## config.mk

```make
export PLATFORM = sky130hd
export DESIGN_NAME = mem_bus_arbiter_flat
export DESIGN_NICKNAME = d
export VERILOG_FILES = /design/src/rtl/mem_bus_arbiter_pkg.sv /design/src/rtl/mem_bus_arbiter_if.sv /design/src/rtl/mem_bus_arbiter_tag_table.sv /design/src/rtl/mem_bus_arbiter.sv /design/src/flat_wrapper.sv
export SDC_FILE = /design/constraint.sdc
export NUM_CORES = 1
export LEC_CHECK = 0
export CAP_MARGIN = 10
export CELL_PAD_IN_SITES_DETAIL_PLACEMENT = 2
export CELL_PAD_IN_SITES_GLOBAL_PLACEMENT = 2
export CORE_UTILIZATION = 15
export CTS_CLUSTER_DIAMETER = 30
export CTS_CLUSTER_SIZE = 25
export DETAILED_ROUTE_END_ITERATION = 10
export PLACE_DENSITY_LB_ADDON = 0.1
export SYNTH_ARGS = -nofsm -noshare
export SYNTH_HDL_FRONTEND = slang
export SYNTH_HIERARCHICAL = 1
export SYNTH_SLANG_ARGS = --single-unit
```

## constraint.sdc

```tcl
create_clock -name clk -period 10.03 [get_ports clk]
set_input_delay 2.006 -clock clk [delete_from_list [all_inputs] [get_ports clk]]
set_output_delay 2.006 -clock clk [all_outputs]
set_load 0.02 [all_outputs]
```

## src/rtl/mem_bus_arbiter_pkg.sv

```systemverilog
// mem_bus_arbiter_pkg
//   Shared types for the memory bus arbiter slice. It holds the bus command
//   encoding, the load-tag owner enum, the tag-table entry struct and the
//   bus width constants.
package mem_bus_arbiter_pkg;

    localparam int SYS_XLEN = 32;
    localparam int TAG_W    = 4;
    localparam int NUM_TAGS = 15;   // tags 1..15; tag 0 means "none"

    typedef enum logic [1:0] {
        BUS_NONE  = 2'h0,
        BUS_LOAD  = 2'h1,
        BUS_STORE = 2'h2
    } BUS_COMMAND;

    typedef enum logic {
        OWN_IC = 1'b0,
        OWN_DC = 1'b1
    } MEM_OWNER;

    typedef struct packed {
        logic     valid;
        MEM_OWNER owner;
    } MEM_TAG_ENTRY;

endpackage

```

## src/rtl/mem_bus_arbiter_if.sv

```systemverilog
// mem_bus_arbiter_if
//   Bundles the icache, dcache and memory-side signals of the arbiter.
//   slave  : the arbiter's view. It receives the cache requests and the
//            memory responses, and it drives the bus and the cache responses.
//   master : the environment's view. This covers the caches and the memory model.
interface mem_bus_arbiter_if;
    import mem_bus_arbiter_pkg::*;

    // icache port
    BUS_COMMAND           icache_mem_req_cmd;
    logic [SYS_XLEN-1:0]  icache_mem_req_addr;
    logic [TAG_W-1:0]     icache_mem_resp_code;
    logic [63:0]          icache_mem_resp_data;
    logic [TAG_W-1:0]     icache_mem_resp_id;
    logic                 mc_ic_hold_flag;
    // dcache port
    BUS_COMMAND           dcache_mem_req_cmd;
    logic [SYS_XLEN-1:0]  dcache_mem_req_addr;
    logic [63:0]          dcache_mem_req_data;
    logic [TAG_W-1:0]     dcache_mem_resp_code;
    logic [63:0]          dcache_mem_resp_data;
    logic [TAG_W-1:0]     dcache_mem_resp_id;
    logic                 mc_dc_hold_flag;
    // memory port
    BUS_COMMAND           mem_req_cmd;
    logic [SYS_XLEN-1:0]  mem_req_addr;
    logic [63:0]          mem_req_data;
    logic [TAG_W-1:0]     mem_resp_code;
    logic [63:0]          mem_resp_data;
    logic [TAG_W-1:0]     mem_resp_id;
    // status
    logic [TAG_W-1:0]     arb_out_cnt;
    logic                 arb_tag_err;

    modport slave (
        input  icache_mem_req_cmd, icache_mem_req_addr,
        input  dcache_mem_req_cmd, dcache_mem_req_addr, dcache_mem_req_data,
        input  mem_resp_code, mem_resp_data, mem_resp_id,
        output mem_req_cmd, mem_req_addr, mem_req_data,
        output icache_mem_resp_code, icache_mem_resp_data, icache_mem_resp_id, mc_ic_hold_flag,
        output dcache_mem_resp_code, dcache_mem_resp_data, dcache_mem_resp_id, mc_dc_hold_flag,
        output arb_out_cnt, arb_tag_err
    );

    modport master (
        output icache_mem_req_cmd, icache_mem_req_addr,
        output dcache_mem_req_cmd, dcache_mem_req_addr, dcache_mem_req_data,
        output mem_resp_code, mem_resp_data, mem_resp_id,
        input  mem_req_cmd, mem_req_addr, mem_req_data,
        input  icache_mem_resp_code, icache_mem_resp_data, icache_mem_resp_id, mc_ic_hold_flag,
        input  dcache_mem_resp_code, dcache_mem_resp_data, dcache_mem_resp_id, mc_dc_hold_flag,
        input  arb_out_cnt, arb_tag_err
    );

endinterface

```

## src/rtl/mem_bus_arbiter_tag_table.sv

```systemverilog
// mem_tag_table
//   Outstanding-load tag table. It has one {valid, owner} entry for each tag 1..15.
//   Ports:
//     clk, rst              clock, synchronous active-high reset (clears all entries)
//     set_en/tag/owner      allocate a tag at the clock edge
//     clr_en/tag            retire a tag at the clock edge (set wins on same tag)
//     lk_tag -> lk_valid/   combinational lookup of an entry's state before the edge
//               lk_owner
//     cnt                   popcount of valid entries (function of flops only)
module mem_tag_table
    import mem_bus_arbiter_pkg::*;
(
    input  logic             clk,
    input  logic             rst,
    input  logic             set_en,
    input  logic [TAG_W-1:0] set_tag,
    input  MEM_OWNER         set_owner,
    input  logic             clr_en,
    input  logic [TAG_W-1:0] clr_tag,
    input  logic [TAG_W-1:0] lk_tag,
    output logic             lk_valid,
    output MEM_OWNER         lk_owner,
    output logic [TAG_W-1:0] cnt
);

    // Entry 0 exists only so that a 4-bit tag always indexes in range. It is never set.
    MEM_TAG_ENTRY tbl [0:NUM_TAGS];

    always_ff @(posedge clk) begin
        if (rst) begin
            for (int i = 0; i <= NUM_TAGS; i++) tbl[i] <= '0;
        end else begin
            if (clr_en && clr_tag != '0) tbl[clr_tag].valid <= 1'b0;
            // The set comes after the clear, so a tag that is retired and re-issued in one cycle stays valid.
            if (set_en && set_tag != '0) tbl[set_tag] <= '{valid: 1'b1, owner: set_owner};
        end
    end

    always_comb begin
        lk_valid = (lk_tag != '0) && tbl[lk_tag].valid;
        lk_owner = tbl[lk_tag].owner;
    end

    always_comb begin
        cnt = '0;
        for (int i = 1; i <= NUM_TAGS; i++) cnt = cnt + TAG_W'(tbl[i].valid);
    end

endmodule

```

## src/rtl/mem_bus_arbiter.sv

```systemverilog
// mem_bus_arbiter
//   Shares one tagged memory bus between the icache (loads) and the dcache
//   (loads and stores). The dcache has fixed priority. An icache that has been
//   refused STARVE_MAX times in a row is granted ahead of the dcache. Loads
//   are held off while MAX_OUT tags are outstanding. Returning load data goes
//   to whichever port owns the tag.
//   Ports:
//     clk, rst   clock, synchronous active-high reset. While reset is active,
//                every combinational output is forced to zero.
//     bus        mem_bus_arbiter_if.slave: cache requests and responses, the memory
//                bus, arb_out_cnt and arb_tag_err
module mem_bus_arbiter
    import mem_bus_arbiter_pkg::*;
#(
    parameter int STARVE_MAX = 4,
    parameter int MAX_OUT    = 15
) (
    input  logic              clk,
    input  logic              rst,
    mem_bus_arbiter_if.slave  bus
);

    localparam int SW = $clog2(STARVE_MAX + 1);

    logic [SW-1:0]    starve_cnt;
    logic             ic_req, dc_req, dc_is_load, load_blocked;
    logic             ic_ok, dc_ok, ic_prio, grant_ic, grant_dc, accepted;
    logic             set_en, clr_en, lk_valid, tag_err_nxt;
    MEM_OWNER         lk_owner;
    logic [TAG_W-1:0] out_cnt;

    // Arbitration
    always_comb begin
        ic_req       = !rst && bus.icache_mem_req_cmd != BUS_NONE;
        dc_req       = !rst && bus.dcache_mem_req_cmd != BUS_NONE;
        dc_is_load   = bus.dcache_mem_req_cmd == BUS_LOAD;
        load_blocked = out_cnt == TAG_W'(MAX_OUT);
        // The icache only issues loads, so a load block leaves it nothing to send.
        ic_ok        = ic_req && !load_blocked;
        dc_ok        = dc_req && !(dc_is_load && load_blocked);
        ic_prio      = starve_cnt == SW'(STARVE_MAX);
        grant_ic     = ic_ok && (ic_prio || !dc_ok);
        grant_dc     = dc_ok && !grant_ic;
        accepted     = (grant_ic || grant_dc) && bus.mem_resp_code != '0;
    end

    // Memory-side mux and the two response ports
    always_comb begin
        bus.mem_req_cmd          = BUS_NONE;
        bus.mem_req_addr         = '0;
        bus.mem_req_data         = '0;
        bus.icache_mem_resp_code = '0;
        bus.dcache_mem_resp_code = '0;
        bus.icache_mem_resp_data = '0;
        bus.icache_mem_resp_id   = '0;
        bus.dcache_mem_resp_data = '0;
        bus.dcache_mem_resp_id   = '0;
        if (grant_ic) begin
            bus.mem_req_cmd          = bus.icache_mem_req_cmd;
            bus.mem_req_addr         = bus.icache_mem_req_addr;
            bus.icache_mem_resp_code = bus.mem_resp_code;
        end else if (grant_dc) begin
            bus.mem_req_cmd          = bus.dcache_mem_req_cmd;
            bus.mem_req_addr         = bus.dcache_mem_req_addr;
            bus.mem_req_data         = bus.dcache_mem_req_data;
            bus.dcache_mem_resp_code = bus.mem_resp_code;
        end
        // Lookup sees the pre-edge owner, so a same-cycle re-issue cannot redirect this return.
        if (!rst && lk_valid) begin
            if (lk_owner == OWN_IC) begin
                bus.icache_mem_resp_data = bus.mem_resp_data;
                bus.icache_mem_resp_id   = bus.mem_resp_id;
            end else begin
                bus.dcache_mem_resp_data = bus.mem_resp_data;
                bus.dcache_mem_resp_id   = bus.mem_resp_id;
            end
        end
        bus.mc_ic_hold_flag = ic_req && !grant_ic;
        bus.mc_dc_hold_flag = dc_req && !grant_dc;
    end

    always_comb begin
        set_en      = !rst && accepted && bus.mem_req_cmd == BUS_LOAD;
        clr_en      = !rst && lk_valid;
        tag_err_nxt = !rst && bus.mem_resp_id != '0 && !lk_valid;
    end

    mem_tag_table u_tag_table (
        .clk       (clk),
        .rst       (rst),
        .set_en    (set_en),
        .set_tag   (bus.mem_resp_code),
        .set_owner (grant_ic ? OWN_IC : OWN_DC),
        .clr_en    (clr_en),
        .clr_tag   (bus.mem_resp_id),
        .lk_tag    (bus.mem_resp_id),
        .lk_valid  (lk_valid),
        .lk_owner  (lk_owner),
        .cnt       (out_cnt)
    );

    always_ff @(posedge clk) begin
        if (rst) begin
            starve_cnt      <= '0;
            bus.arb_tag_err <= 1'b0;
        end else begin
            bus.arb_tag_err <= tag_err_nxt;
            if (!ic_req || (grant_ic && bus.mem_resp_code != '0))
                starve_cnt <= '0;
            else if (starve_cnt != SW'(STARVE_MAX))
                starve_cnt <= starve_cnt + 1'b1;
        end
    end

    // The table clears on reset, so this count is already zero on the edge after reset.
    assign bus.arb_out_cnt = out_cnt;

endmodule

```

## src/flat_wrapper.sv

```systemverilog
// flat-port wrapper written by rule: the top's interface ports become plain ports
module mem_bus_arbiter_flat import mem_bus_arbiter_pkg::*;
#(
    parameter int STARVE_MAX = 4,
    parameter int MAX_OUT    = 15
)
  (clk, rst, bus_icache_mem_req_cmd, bus_icache_mem_req_addr, bus_dcache_mem_req_cmd, bus_dcache_mem_req_addr, bus_dcache_mem_req_data, bus_mem_resp_code, bus_mem_resp_data, bus_mem_resp_id, bus_mem_req_cmd, bus_mem_req_addr, bus_mem_req_data, bus_icache_mem_resp_code, bus_icache_mem_resp_data, bus_icache_mem_resp_id, bus_mc_ic_hold_flag, bus_dcache_mem_resp_code, bus_dcache_mem_resp_data, bus_dcache_mem_resp_id, bus_mc_dc_hold_flag, bus_arb_out_cnt, bus_arb_tag_err);
  mem_bus_arbiter_if bus_i ();
  input  logic clk;
  input  logic rst;
  input wire logic [$bits(bus_i.icache_mem_req_cmd)-1:0] bus_icache_mem_req_cmd;
  input wire logic [$bits(bus_i.icache_mem_req_addr)-1:0] bus_icache_mem_req_addr;
  input wire logic [$bits(bus_i.dcache_mem_req_cmd)-1:0] bus_dcache_mem_req_cmd;
  input wire logic [$bits(bus_i.dcache_mem_req_addr)-1:0] bus_dcache_mem_req_addr;
  input wire logic [$bits(bus_i.dcache_mem_req_data)-1:0] bus_dcache_mem_req_data;
  input wire logic [$bits(bus_i.mem_resp_code)-1:0] bus_mem_resp_code;
  input wire logic [$bits(bus_i.mem_resp_data)-1:0] bus_mem_resp_data;
  input wire logic [$bits(bus_i.mem_resp_id)-1:0] bus_mem_resp_id;
  output wire logic [$bits(bus_i.mem_req_cmd)-1:0] bus_mem_req_cmd;
  output wire logic [$bits(bus_i.mem_req_addr)-1:0] bus_mem_req_addr;
  output wire logic [$bits(bus_i.mem_req_data)-1:0] bus_mem_req_data;
  output wire logic [$bits(bus_i.icache_mem_resp_code)-1:0] bus_icache_mem_resp_code;
  output wire logic [$bits(bus_i.icache_mem_resp_data)-1:0] bus_icache_mem_resp_data;
  output wire logic [$bits(bus_i.icache_mem_resp_id)-1:0] bus_icache_mem_resp_id;
  output wire logic [$bits(bus_i.mc_ic_hold_flag)-1:0] bus_mc_ic_hold_flag;
  output wire logic [$bits(bus_i.dcache_mem_resp_code)-1:0] bus_dcache_mem_resp_code;
  output wire logic [$bits(bus_i.dcache_mem_resp_data)-1:0] bus_dcache_mem_resp_data;
  output wire logic [$bits(bus_i.dcache_mem_resp_id)-1:0] bus_dcache_mem_resp_id;
  output wire logic [$bits(bus_i.mc_dc_hold_flag)-1:0] bus_mc_dc_hold_flag;
  output wire logic [$bits(bus_i.arb_out_cnt)-1:0] bus_arb_out_cnt;
  output wire logic [$bits(bus_i.arb_tag_err)-1:0] bus_arb_tag_err;
  assign bus_i.icache_mem_req_cmd = bus_icache_mem_req_cmd;
  assign bus_i.icache_mem_req_addr = bus_icache_mem_req_addr;
  assign bus_i.dcache_mem_req_cmd = bus_dcache_mem_req_cmd;
  assign bus_i.dcache_mem_req_addr = bus_dcache_mem_req_addr;
  assign bus_i.dcache_mem_req_data = bus_dcache_mem_req_data;
  assign bus_i.mem_resp_code = bus_mem_resp_code;
  assign bus_i.mem_resp_data = bus_mem_resp_data;
  assign bus_i.mem_resp_id = bus_mem_resp_id;
  assign bus_mem_req_cmd = bus_i.mem_req_cmd;
  assign bus_mem_req_addr = bus_i.mem_req_addr;
  assign bus_mem_req_data = bus_i.mem_req_data;
  assign bus_icache_mem_resp_code = bus_i.icache_mem_resp_code;
  assign bus_icache_mem_resp_data = bus_i.icache_mem_resp_data;
  assign bus_icache_mem_resp_id = bus_i.icache_mem_resp_id;
  assign bus_mc_ic_hold_flag = bus_i.mc_ic_hold_flag;
  assign bus_dcache_mem_resp_code = bus_i.dcache_mem_resp_code;
  assign bus_dcache_mem_resp_data = bus_i.dcache_mem_resp_data;
  assign bus_dcache_mem_resp_id = bus_i.dcache_mem_resp_id;
  assign bus_mc_dc_hold_flag = bus_i.mc_dc_hold_flag;
  assign bus_arb_out_cnt = bus_i.arb_out_cnt;
  assign bus_arb_tag_err = bus_i.arb_tag_err;
  mem_bus_arbiter #(.STARVE_MAX(STARVE_MAX), .MAX_OUT(MAX_OUT)) u_core (.clk(clk), .rst(rst), .bus(bus_i));
endmodule
```

Word-level counts from Yosys, hierarchy flattened --
Memories as Yosys holds them, arrays and structs flattened. Cells that the tools add are included.
Storage, ports and cells: output and inout bits 249, memory bits (writable) 32, latch bits 0, logic and storage cells 92, memories 1, input bits 206, flip-flop bits (word level) 4, ROM bits 0
Cells by class: eq/ne operators 5, order comparisons 0, add/sub/neg operators 15, multiply operators 0, bitwise logic cells 0, shift-type cells 0, mux-type cells 32, divide/modulo/power cells 0, reductions and logical operators 37
Memories:
- u_core.u_tag_table.tbl | words 16, bits a word 2, read ports 16, clocked after memory_dff 0, write ports 16, line mem_bus_arbiter_tag_table.sv:27 | MEM_TAG_ENTRY tbl [0:NUM_TAGS];
Operator list (count):
- $mux W64 | 6
- $mux W32 | 2
- $add A4 B1 Y4 | 11
- $mux W4 | 9
- $logic_and A1 B1 Y1 | 19
- $mux W1 | 10
- $mux W2 | 5
- $logic_not A1 Y1 | 8
- $reduce_bool A4 Y1 | 2
- $reduce_or A2 Y1 | 3
- $add A3 B1 Y4 | 1
- $eq A2 B1 Y1 const B | 2
- $eq A4 B4 Y1 const B | 1
- $reduce_bool A2 Y1 | 2
- $add A2 B1 Y3 | 1
- $add A3 B1 Y3 const B | 1
- $eq A3 B3 Y1 const B | 1
- $logic_or A1 B1 Y1 | 3
- $ne A3 B3 Y1 const B | 1
- $add A1 B1 Y2 | 1

Longest topological paths before layout --
An unclocked memory read counts as a cell.
word-level depth 34, gate-level depth with buffers 18, mapped depth without buffers 17

Modules after synthesis --
Netlist, hierarchy kept.
Modules (own cells, without submodules):
- mem_bus_arbiter | times used 1, cells an instance 401, area an instance 2477.4 um^2, sequential area each 80.1 um^2
- mem_tag_table | times used 1, cells an instance 201, area an instance 2028.2 um^2, sequential area each 780.7 um^2

Worst setup path after synthesis --
No wires, ideal clock.
path kind reg2out, from memory u_core/u_tag_table/tbl[6][1] (netlist name), to output port bus_mem_req_addr[26], data required time 8.024 ns, setup slack 3.078 ns, data arrival time 4.946 ns, stages on the path, launching flop included 14, path buffers 2, path through dfxtp_1 > fa_1 > inv_1 > fa_1 > fa_1 > fa_1 > fa_1 > fa_1 > xnor2_1 > and4_1 > clkbuf_2 > o21bai_2 > buf_2 > o32ai_1
RTL lines:
- start, declared | line mem_bus_arbiter_tag_table.sv:27
- end, declared | line flat_wrapper.sv:20 | output wire logic [$bits(bus_i.mem_req_addr)-1:0] bus_mem_req_addr;

Final worst setup path --
from input port bus_mem_resp_id[1], to output port bus_icache_mem_resp_data[58]
Between the ends: elaborated cells on any way between the ends 6, classes of those cells mux (2); reduce/logical (3); memory (1)
RTL lines:
- start, declared | line flat_wrapper.sv:18 | input wire logic [$bits(bus_i.mem_resp_id)-1:0] bus_mem_resp_id;
- $mem_v2 Z16 W2
- net u_core.lk_owner | line mem_bus_arbiter.sv:29 | MEM_OWNER lk_owner;
- $mux W64 | line mem_bus_arbiter.sv:70 | if (lk_owner == OWN_IC) begin
- $mux W64 | line mem_bus_arbiter.sv:69 | if (!rst && lk_valid) begin
- end, declared | line flat_wrapper.sv:23 | output wire logic [$bits(bus_i.icache_mem_resp_data)-1:0] bus_icache_mem_resp_data;
The timed path passes the listed nets, and every way through them passes these cells.

==> impl_metrics.yaml <==
status:
  status: "complete, no violations"
final_layout:
  antennaDiodeCount: 0
  fin_cells: 1405
  drive_gt1_share_pct: 4.335
  syn_to_final_growth_pct: 110.8
  nets: 1234
sta:
  final_period_minus_worst_setup_slack_ns: 8.081
  final.hold.worst_slack_ns: 0.5285
  postLayoutSetupSlackWorst_ns: 1.949
  max_clock_freq_mhz: 123.7
  fin_setup_tns_ns: 0
  finalMaxSlewViolations: 0
  fin_skew_ns: 0.003794
  finalCritPeriodShare_pct: 80.57
  setup_repair_after_global_routing_missed_its_margin: "no"
  max_slew.worst_pin.slew_ns: 1.096
  timing_hold_violations_final: 0
  setup_violations: 0
  timing.max_slew.rel_slack_pct: 26.71
routing:
  drt_first_pass_iters: 4
  wl_per_cell_um: 20.83
  ant_nets: 0
  route.detailed.vias_per_inst: 4.295
  drt_iter0_drc: 190
  drt_wl_total_mm: 29.27
  drc_errors_left: 0
  via_count: 6035
synthesis:
  synth-warning-count: 6
  synth.top_cells.by_count: "144 x sky130_fd_sc_hd__and3_1, 96 x sky130_fd_sc_hd__inv_1, 71 x sky130_fd_sc_hd__and2_1"
  syn_area_um2: 4506
  syn_nets: 822
  synth_simple_gate_area_share_pct: 40.82
  post-synth-top-area-fraction_pct: 19.99
  asyncSetResetFlopFracSynth_pct: 0
  netlist_top_cells_area: "sky130_fd_sc_hd__and3_1 20%, sky130_fd_sc_hd__edfxtp_1 11%, sky130_fd_sc_hd__and2_1 9.9%"
  synth_area_per_cell_um2: 7.484
  synthMostInstantiatedCell: "sky130_fd_sc_hd__and3_1"
  synth_cell_types: 59
  postSynthRegisterBits: 35
  yosys.area_share.adder_pct: 5.554
  synth_top_area_cell: "sky130_fd_sc_hd__and3_1"
  syn_inst: 602
  synth-compound-area-share_pct: 15.69
  dominant_synthesized_flop_cell: "sky130_fd_sc_hd__dfxtp_1"
  share_of_synthesized_area_spent_on_multiplexers_pct: 4.221
  yosysSeqAreaShare_pct: 19.11
  dominant_combinational_cell_family_by_area_after_synthesis: "simple AND/OR/NAND/NOR gates"
  synthXorXnorAreaFrac_pct: 0.3888
  synth_enable_flop_cells: 16
clocking:
  cts.root.buffer_cell: "sky130_fd_sc_hd__clkbuf_16"
  worst_setup_hold_path_clk_slew_ns: 0.05
  post_cts_buffers: 0
  total_cts_buffers: 5
  cts_repair_resize_count: 0
  tritoncts_clock_tree: "yes"
  cts-hold-fix-buffers: 0
  clock_sink_count: 35
  cts_buffer_depth: 2
  cts-htree-levels: 2
  clk-insertion-delay-late_ns: 0.28
power:
  fin_total_pwr_mw: 0.6398
  powerDensity_nw_per_um2: 67.36
  leakage_power_figure_nw: 4.081
  peakVddDrop_v: 0.00004443
setup_path:
  cp.required_ns: 8.02
  timing_worst_setup_path_type: "in -> out"
  critical_path.slowest_cell: "sky130_fd_sc_hd__clkdlybuf4s50_1"
  setup.worst_path.end_class: "output pin"
  startpoint_type: "input pin"
  longest_individual_stage_delay_on_the_worst_path_ns: 1.05
  path_delay_family: "buffers and inverters"
  worst-path-buf-inv: 4
  crit_fanout: 69
  crit_path_cell_trace: "clkdlybuf4s50_1 > mux4_2 > nor2b_4 > a211oi_2 > a21oi_4 > buf_4 > and2b_1 > buf_4 > and2_1 > clkdlybuf4s50_1"
  critical_path_arrival_ns: 6.07
placed_design:
  post-dp-hpwl_mm: 23.79
  routabilityCongestion: 0.7668
  setup_slack_at_placement_ns: 1.813
  place.detailed.instances: 1397
  place.port_buffers: 454
run:
  maxCapViolations: 0
floorplan:
  start_util_pct: 15.24
  die_w_um: 175.3
  num_io_pins: 455
  floorplan.die_area_um2: 30730
  total_core_area_um2: 29560
  die_h_um: 175.3
  rows: 63
global_routing:
  gr-total-overflow: 0
  grt_first_pass_wirelength_mm: 43.08
  grt_antenna_before_repair: 0
  first_global_vias: 6465
  grt_max_degree: 71
  total_grt_usage_pct: 18.60
min_path:
  worstHoldPathType: "reg -> reg"
logic make-up after synthesis:
| family | after synthesis |
|---|---|
| other | 1 |
| AOI/OAI and AO/OA | 78 |
| xor gates and xnor gates | 2 |
| DFF | 35 |
| and+or+nand+nor | 307 |
| buffers and inverters | 154 |
| muxes | 11 |
| adders and majority gates | 14 |
power breakdown:
part,leakage [nW],switching (mW),internal [mW]
registers,0.315,0.00174,0.153
logic,3.70,0.161,0.173
clock network,0.0679,0.0587,0.0918
layout by cell type, fill, tap and decap left out, drive strengths merged, types with 2 or more instances in the layout:
master         netlist  routed
a211oi               2       2
a21oi                5       5
a31o                 3       3
a32o                 9       9
and2                72      72
and3               144     144
and3b                2       2
buf                 15       9
clkbuf              43       7
clkdlybuf4s50        0     454
dfxtp               19      19
edfxtp              16      16
fa                  10      10
ha                   4       4
inv                 96      96
mux2i                4       4
mux4                 6       6
nand2               30      30
nand2b               2       2
nand3                7       7
nand4                5       5
nor2                 9       9
nor2b               12      12
nor3                12      12
nor4                 3       3
o211ai               4       4
o21ai               12      12
o21ba                2       2
o21bai               3       3
o32ai               32      32
or2                  2       2
xnor2                2       2
registers in the layout (all words and copies together), names as in the netlist:
signal / count
u_core/u_tag_table/tbl: 31
u_core/starve_cnt: 3
u_core/bus.arb_tag_err: 1
final cells by class:
type	instances	area [um2]
Clock buffer	7	132.6
Clock inverter	1	5.005
Tap cell	390	488.0
Fill cell	3339	20060
Sequential cell	35	860.8
Multi-Input combinational cell	413	3040
Timing Repair Buffer	463	4612
Inverter	96	360.3
per-stage QoR:
step / utilization, % / area, um2
3_3_place_gp: 31.67 / 9361
3_5_place_dp: 31.67 / 9361
5_1_grt: 32.14 / 9499
4_1_cts: 32.14 / 9499
2_1_floorplan: - / 4506
6_report: 32.14 / 9499
layer usage:
metal  global-route usage (%)  vias up  routed length, um
li1                         -     2898                  -
met1                    20.01     2893              10960
met2                    36.33      223              15930
met3                    4.719       21               1960
met4                    3.370        0                424
met5                        0        -                  0
worst min-delay path: cells and delay by family, from the launching register on:
family	cells	cell delay, ns
AO/OA/AOI/OAI	1	0.10
flip-flops	1	0.33
AND/OR/NAND/NOR	1	0.05
worst paths after layout:
path,from,to,slack (ns),cells after the start
worst max register to register,u_core/u_tag_table/tbl[9][1],u_core/u_tag_table/tbl[3][0],4.31,15
worst min-delay path,u_core/u_tag_table/tbl[3][1],u_core/u_tag_table/tbl[3][1],0.53,2
worst min register to register,u_core/u_tag_table/tbl[3][1],u_core/u_tag_table/tbl[3][1],0.53,2
worst max-delay path,bus_mem_resp_id[1],bus_icache_mem_resp_data[58],1.95,10
No activity file was read; power rests on OpenSTA's default activity.
